## src/rtl/esm_buffer_writer.sv

```systemverilog
// esm_buffer_writer: writer side of the ESM instruction buffer.
// Accepts decoded instructions over a valid/ready handshake, allocates the lowest free slot,
// drives a registered write port and reclaims slots reported as issued.
// Optional feature: define ESM_BUFFER_WRITER_ERR_EN to enable the sticky invalid-free error flag;
// when undefined, err is tied low and invalid frees are silently ignored.
module esm_buffer_writer #(
  parameter int unsigned Instr_word_size = 32,
  parameter int unsigned bs              = 16,
  localparam int unsigned bs_bits        = $clog2(bs)
) (
  input  logic                       clk,
  input  logic                       rst,
  input  logic [Instr_word_size-1:0] Instr_in,
  input  logic                       ALUSrc_in,
  input  logic                       RegWrite_in,
  input  logic                       in_valid,
  output logic                       in_ready,
  input  logic                       issue_valid,
  input  logic [bs_bits-1:0]         issue_index,
  output logic                       wr_en,
  output logic [bs_bits-1:0]         wr_index,
  output logic [Instr_word_size-1:0] Instr_out,
  output logic                       ALUSrc_out,
  output logic                       RegWrite_out,
  output logic [bs_bits:0]           occupancy,
  output logic                       full,
  output logic                       empty,
  output logic                       start,
  output logic                       err
);

  localparam logic [bs_bits:0] BsCount = (bs_bits + 1)'(bs);

  logic [bs-1:0]              r_occ_mask;
  logic [bs_bits:0]           r_occupancy;
  logic                       r_full;
  logic                       r_empty;
  logic                       r_wr_en;
  logic [bs_bits-1:0]         r_wr_index;
  logic [Instr_word_size-1:0] r_instr;
  logic                       r_alu_src;
  logic                       r_reg_write;
  logic                       r_start;

  logic                       w_accept;
  logic                       w_free_ok;
  logic [bs_bits-1:0]         w_alloc_idx;
  logic [bs-1:0]              w_mask_d;
  logic [bs_bits:0]           w_occ_d;

  // Ready depends only on registered state, never on same-cycle inputs.
  assign w_accept  = in_valid & ~r_full;
  assign w_free_ok = issue_valid & r_occ_mask[issue_index];

  // Priority encoder: lowest-index free slot of the registered mask (same-cycle frees unseen).
  always_comb begin
    w_alloc_idx = '0;
    for (int i = bs - 1; i >= 0; i--) begin
      if (!r_occ_mask[i]) begin
        w_alloc_idx = bs_bits'(i);
      end
    end
  end

  // Next mask and occupancy; alloc and a valid free can never hit the same slot.
  always_comb begin
    w_mask_d = r_occ_mask;
    w_occ_d  = r_occupancy;
    if (w_accept) begin
      w_mask_d[w_alloc_idx] = 1'b1;
    end
    if (w_free_ok) begin
      w_mask_d[issue_index] = 1'b0;
    end
    unique case ({w_accept, w_free_ok})
      2'b10:   w_occ_d = r_occupancy + 1'b1;
      2'b01:   w_occ_d = r_occupancy - 1'b1;
      default: w_occ_d = r_occupancy;
    endcase
  end

  // Slot tracking, registered write port and the empty->non-empty start pulse.
  always_ff @(posedge clk) begin
    if (rst) begin
      r_occ_mask  <= '0;
      r_occupancy <= '0;
      r_full      <= 1'b0;
      r_empty     <= 1'b1;
      r_wr_en     <= 1'b0;
      r_wr_index  <= '0;
      r_instr     <= '0;
      r_alu_src   <= 1'b0;
      r_reg_write <= 1'b0;
      r_start     <= 1'b0;
    end else begin
      r_occ_mask  <= w_mask_d;
      r_occupancy <= w_occ_d;
      r_full      <= (w_occ_d == BsCount);
      r_empty     <= (w_occ_d == '0);
      r_wr_en     <= w_accept;
      r_start     <= w_accept & (r_occupancy == '0);
      if (w_accept) begin
        r_wr_index  <= w_alloc_idx;
        r_instr     <= Instr_in;
        r_alu_src   <= ALUSrc_in;
        r_reg_write <= RegWrite_in;
      end
    end
  end

`ifdef ESM_BUFFER_WRITER_ERR_EN
  logic r_err;

  // Sticky flag for a free that targets an unoccupied slot; only reset clears it.
  always_ff @(posedge clk) begin
    if (rst) begin
      r_err <= 1'b0;
    end else if (issue_valid & ~r_occ_mask[issue_index]) begin
      r_err <= 1'b1;
    end
  end

  assign err = r_err;
`else
  assign err = 1'b0;
`endif

  assign in_ready     = ~r_full;
  assign wr_en        = r_wr_en;
  assign wr_index     = r_wr_index;
  assign Instr_out    = r_instr;
  assign ALUSrc_out   = r_alu_src;
  assign RegWrite_out = r_reg_write;
  assign occupancy    = r_occupancy;
  assign full         = r_full;
  assign empty        = r_empty;
  assign start        = r_start;

endmodule
```

## config.mk

```make
export PLATFORM = sky130hd
export DESIGN_NAME = esm_buffer_writer
export DESIGN_NICKNAME = d
export VERILOG_FILES = /design/src/rtl/esm_buffer_writer.sv
export SDC_FILE = /design/constraint.sdc
export NUM_CORES = 1
export LEC_CHECK = 0
export ABC_CLOCK_PERIOD_IN_PS = 4000
export CORE_ASPECT_RATIO = 1.4
export CORE_MARGIN = 2
export CORE_UTILIZATION = 48
export CTS_BUF_LIST = sky130_fd_sc_hd__clkbuf_8
export CTS_CLUSTER_DIAMETER = 120
export DETAILED_ROUTE_END_ITERATION = 8
export GPL_ROUTABILITY_DRIVEN = 1
export GPL_TIMING_DRIVEN = 0
export PLACE_DENSITY = 0.92
export SLEW_MARGIN = 20
export SYNTH_ARGS = -nofsm -noshare
export SYNTH_HDL_FRONTEND = slang
export SYNTH_SLANG_ARGS = --single-unit
```

## constraint.sdc

```tcl
create_clock -name clk -period 4 [get_ports clk]
set_input_delay 0.6 -clock clk [delete_from_list [all_inputs] [get_ports clk]]
set_output_delay 0.6 -clock clk [all_outputs]
set_load 0.05 [all_outputs]
```

==> results.sh, run 1 <==
export IMPL_synth_edff_count=0
export IMPL_tritoncts_clock_tree="yes"
export IMPL_p_leak_nw=1.48
export IMPL_cap_violations=0
export IMPL_root_buffer="sky130_fd_sc_hd__clkbuf_8"
export IMPL_synth_net_count=384
export IMPL_internal_power_w=0.00114
export IMPL_fmaxAchievable_mhz=268
export IMPL_power_density_mw_per_mm2=397
export IMPL_cp_end_kind="flop"
export IMPL_synth_async_sr_flop_share_pct=0
export IMPL_dpl_worst_slack_ps=-7.88
export IMPL_synthesis_area_per_instance_um2=8.41
export IMPL_skew_ps=8.45
export IMPL_global_route_overflow_total=0
export IMPL_drive_gt1_share_pct=7.06
export IMPL_power_frac_comb_pct=17.8
export IMPL_fin_crit_sh_pct=93.3
export IMPL_ys_flop_type="sky130_fd_sc_hd__dfxtp_1"
export IMPL_rows=33
export IMPL_port_buffer_count=86
export IMPL_synth_top_cells_by_area="sky130_fd_sc_hd__dfxtp_1, sky130_fd_sc_hd__nand2_1, sky130_fd_sc_hd__a21oi_1"
export IMPL_post_synth_num_cell_types=53
export IMPL_instances_no_fill=509
export IMPL_die_width_um=69.0
export IMPL_cts_sinks=63
export IMPL_core_mm2=0.00578
export IMPL_cts_clk_slew_worst_paths_ps=70
export IMPL_antenna_diode_count=0
export IMPL_dr_pass1_iters=6
export IMPL_vias_per_cell=5.61
export IMPL_setup_ws_ps=267
export IMPL_final_antenna_net_count=0
export IMPL_die_h_um=94.9
export IMPL_largest_net_degree_at_the_start_of_global_routing=13
export IMPL_ctsLongestPathBuffers=2
export IMPL_fin_crit_ps=3730
export IMPL_synth_area_leader_cell="sky130_fd_sc_hd__dfxtp_1"
export IMPL_clk_network_pwr_share_pct=40.1
export IMPL_dieArea_mm2=0.00655
export IMPL_routed_wl_um=8120
export IMPL_grt_usage_pct=25.6
export IMPL_seq_area_frac_synth_pct=44.5
export IMPL_synth_ff_latch_count=63
export IMPL_detail_route_iter0_violations=395
export IMPL_areaGrowthSynthToFinish_pct=41.6
export IMPL_cts_htree_levels=3
export IMPL_postSynthCellCount=337
export IMPL_timing_critical_path_required_ps=4240
export IMPL_min_delay_path_class="flop to flop"
export IMPL_number_of_warnings_issued_by_yosys=0
export IMPL_routability_congestion_estimate_from_global_placement=0.980
export IMPL_worst_setup_path_start_kind="primary input"
export IMPL_cts_hold_fix_buffers=0
export IMPL_power_share_switching_pct=28.7
export IMPL_report_final_slew_viol_count=0
export IMPL_post_layout_net_count=481
export IMPL_worst_ir_drop_vdd_uv=246
export IMPL_vias=2855
export IMPL_drc=0
export IMPL_setup_total_negative_slack_ps=0
export IMPL_share_seq_of_total_power_pct=42.2
export IMPL_power_switching_w=0.000458
export IMPL_critical_path_arrival_ps=3970
export IMPL_result_of_the_run="complete, no violations"
export IMPL_boundaryPins=91
export IMPL_timing_final_setup_violations=0
export IMPL_final_core_utilization_pct=69.4
export IMPL_worst_setup_path_type="primary input to flop"
export IMPL_via_count_of_the_first_global_routing_pass=2762
export IMPL_grt_first_pass_wirelength_um=12600
export IMPL_cts_buffers_inserted=9
export IMPL_antenna_found_initial=0
export IMPL_rsz0062_at_grt="no"
export IMPL_cts_repair_timing_setup_buffer_count=0
export IMPL_worstMarginPinSlew_ps=715
export IMPL_place_detailed_hpwl_um=6060
export IMPL_detail_route_wl_per_cell_um=16.0
export IMPL_worst_slew_margin_relative_to_its_limit_pct=52.3
export IMPL_post_cts_resize_count=0
export IMPL_mappedNetlistArea_mm2=0.00284
export IMPL_power_w=0.00159
export IMPL_synth_largest_type_area_fraction_pct=44.5
export IMPL_cell_total_after_placement=493
export IMPL_clkLatencyLatePin_ps=350
export IMPL_floorplan_initialDensity_pct=49.0
export IMPL_crit_path_max_fanout=8
export IMPL_finalHoldViolCount=0
## final timing paths
| kind | startpoint | endpoint | slack (ps) | depth (start not counted) |
|---|---|---|---|---|
| hold / removal | Instr_out[28] | Instr_out[28] | 460 | 2 |
| hold reg to reg | Instr_out[28] | Instr_out[28] | 460 | 2 |
| setup reg to reg | r_occ_mask[3] | full | 290 | 11 |
| setup / recovery | issue_index[1] | full | 270 | 12 |
## metrics by stage
stage | instance area, um^2 | hold WS, ps
6_report | 4010 | 456
5_1_grt | 4010 | 480
4_1_cts | 4010 | 456
3_5_place_dp | 3780 | 446
3_3_place_gp | 3780 | 441
2_1_floorplan | 2840 | 488
## power groups by stage
stage | clock, W | combinational, W | sequential, W
floorplan | 0 | 0.0000832 | 0.000773
global placement | 0 | 0.000277 | 0.000685
detailed placement | 0 | 0.000282 | 0.000687
CTS | 0.000641 | 0.000283 | 0.000672
global route | 0.000674 | 0.000299 | 0.000675
finish | 0.000639 | 0.000283 | 0.000673
## logic make-up after synthesis
group / count (synthesis) / share of synthesized area, %
simple gates: 133 / 21.1
compound gates: 92 / 20.8
xor+xnor: 3 / 0.927
fa+ha+maj: 5 / 2.47
mux: 6 / 4.02
other cells: 1 / 0.132
buf+inv: 34 / 6.05
flops: 63 / 44.5
## final cells by class
type,instances,area (um^2)
Multi-Input combinational cell,240,1400
Clock buffer,10,138
Clock inverter,6,92.6
Tap cell,70,87.6
Fill cell,461,1770
Inverter,12,45.0
Sequential cell,63,1260
Timing Repair Buffer,86,861
Buffer,22,126
## flip-flops by register name, indices dropped and copies added, names as in the netlist
| register | count |
|---|---|
| ALUSrc_out | 1 |
| full | 1 |
| start | 1 |
| empty | 1 |
| wr_en | 1 |
| RegWrite_out | 1 |
| r_occ_mask | 16 |
| Instr_out | 32 |
| occupancy | 5 |
| wr_index | 4 |
## layer usage
metal	up-vias	wire [um]	global-route usage (%)
met1	1325	3030	28.9
met2	130	4280	44.5
met5	-	0	0
li1	1379	-	-
met3	21	565	6.08
met4	0	244	11.6
## placed cells by master, fill, tap and decap left out, types with 3 or more instances in the layout
cell,n
sky130_fd_sc_hd__clkbuf_1,15
sky130_fd_sc_hd__nand3_1,4
sky130_fd_sc_hd__a211oi_1,11
sky130_fd_sc_hd__a21oi_1,43
sky130_fd_sc_hd__mux4_2,3
sky130_fd_sc_hd__o211ai_1,3
sky130_fd_sc_hd__ha_1,4
sky130_fd_sc_hd__nor4_1,4
sky130_fd_sc_hd__dfxtp_1,63
sky130_fd_sc_hd__inv_1,11
sky130_fd_sc_hd__a31oi_1,5
sky130_fd_sc_hd__nand4_1,4
sky130_fd_sc_hd__o21a_1,4
sky130_fd_sc_hd__a221oi_1,3
sky130_fd_sc_hd__clkbuf_8,12
sky130_fd_sc_hd__clkdlybuf4s50_1,86
sky130_fd_sc_hd__o21ai_0,5
sky130_fd_sc_hd__nor2_1,19
sky130_fd_sc_hd__nor2b_1,4
sky130_fd_sc_hd__nand2_1,81
## Yosys cell counts (all sizes together), types with 3 or more instances
master and n:
a211oi 11, a21o 3, a21oi 43, a221oi 4
a31oi 5, buf 5, clkbuf 17, dfxtp 63
ha 4, inv 12, mux4 4, nand2 81
nand3 4, nand4 4, nor2 19, nor2b 4
nor4 4, o211ai 3, o21a 4, o21ai 5
## worst max-delay path, stage by stage
cell	delay [ps]
sky130_fd_sc_hd__clkbuf_1	310
sky130_fd_sc_hd__mux4_1	230
sky130_fd_sc_hd__nor3b_1	600
sky130_fd_sc_hd__o31a_1	270
sky130_fd_sc_hd__ha_1	270
sky130_fd_sc_hd__inv_1	100
sky130_fd_sc_hd__fa_1	400
sky130_fd_sc_hd__nor2b_1	110
sky130_fd_sc_hd__o21ai_0	90
sky130_fd_sc_hd__nor4b_1	170
sky130_fd_sc_hd__or4b_1	530
sky130_fd_sc_hd__a21boi_0	270
Power figures use the tool's default switching activity.
==> inputs of run 2 (changes only) <==
--- a/config.mk
+++ b/config.mk
@@ -6,11 +6,13 @@
 export NUM_CORES = 1
 export LEC_CHECK = 0
 export ABC_CLOCK_PERIOD_IN_PS = 4000
+export CAP_MARGIN = 10
 export CORE_ASPECT_RATIO = 1.4
 export CORE_MARGIN = 2
 export CORE_UTILIZATION = 48
 export CTS_BUF_LIST = sky130_fd_sc_hd__clkbuf_8
 export CTS_CLUSTER_DIAMETER = 120
+export CTS_CLUSTER_SIZE = 8
 export DETAILED_ROUTE_END_ITERATION = 8
 export GPL_ROUTABILITY_DRIVEN = 1
 export GPL_TIMING_DRIVEN = 0
==> results of run 2 <==
Final layout, timing and power as in run 1 (identical DEF).
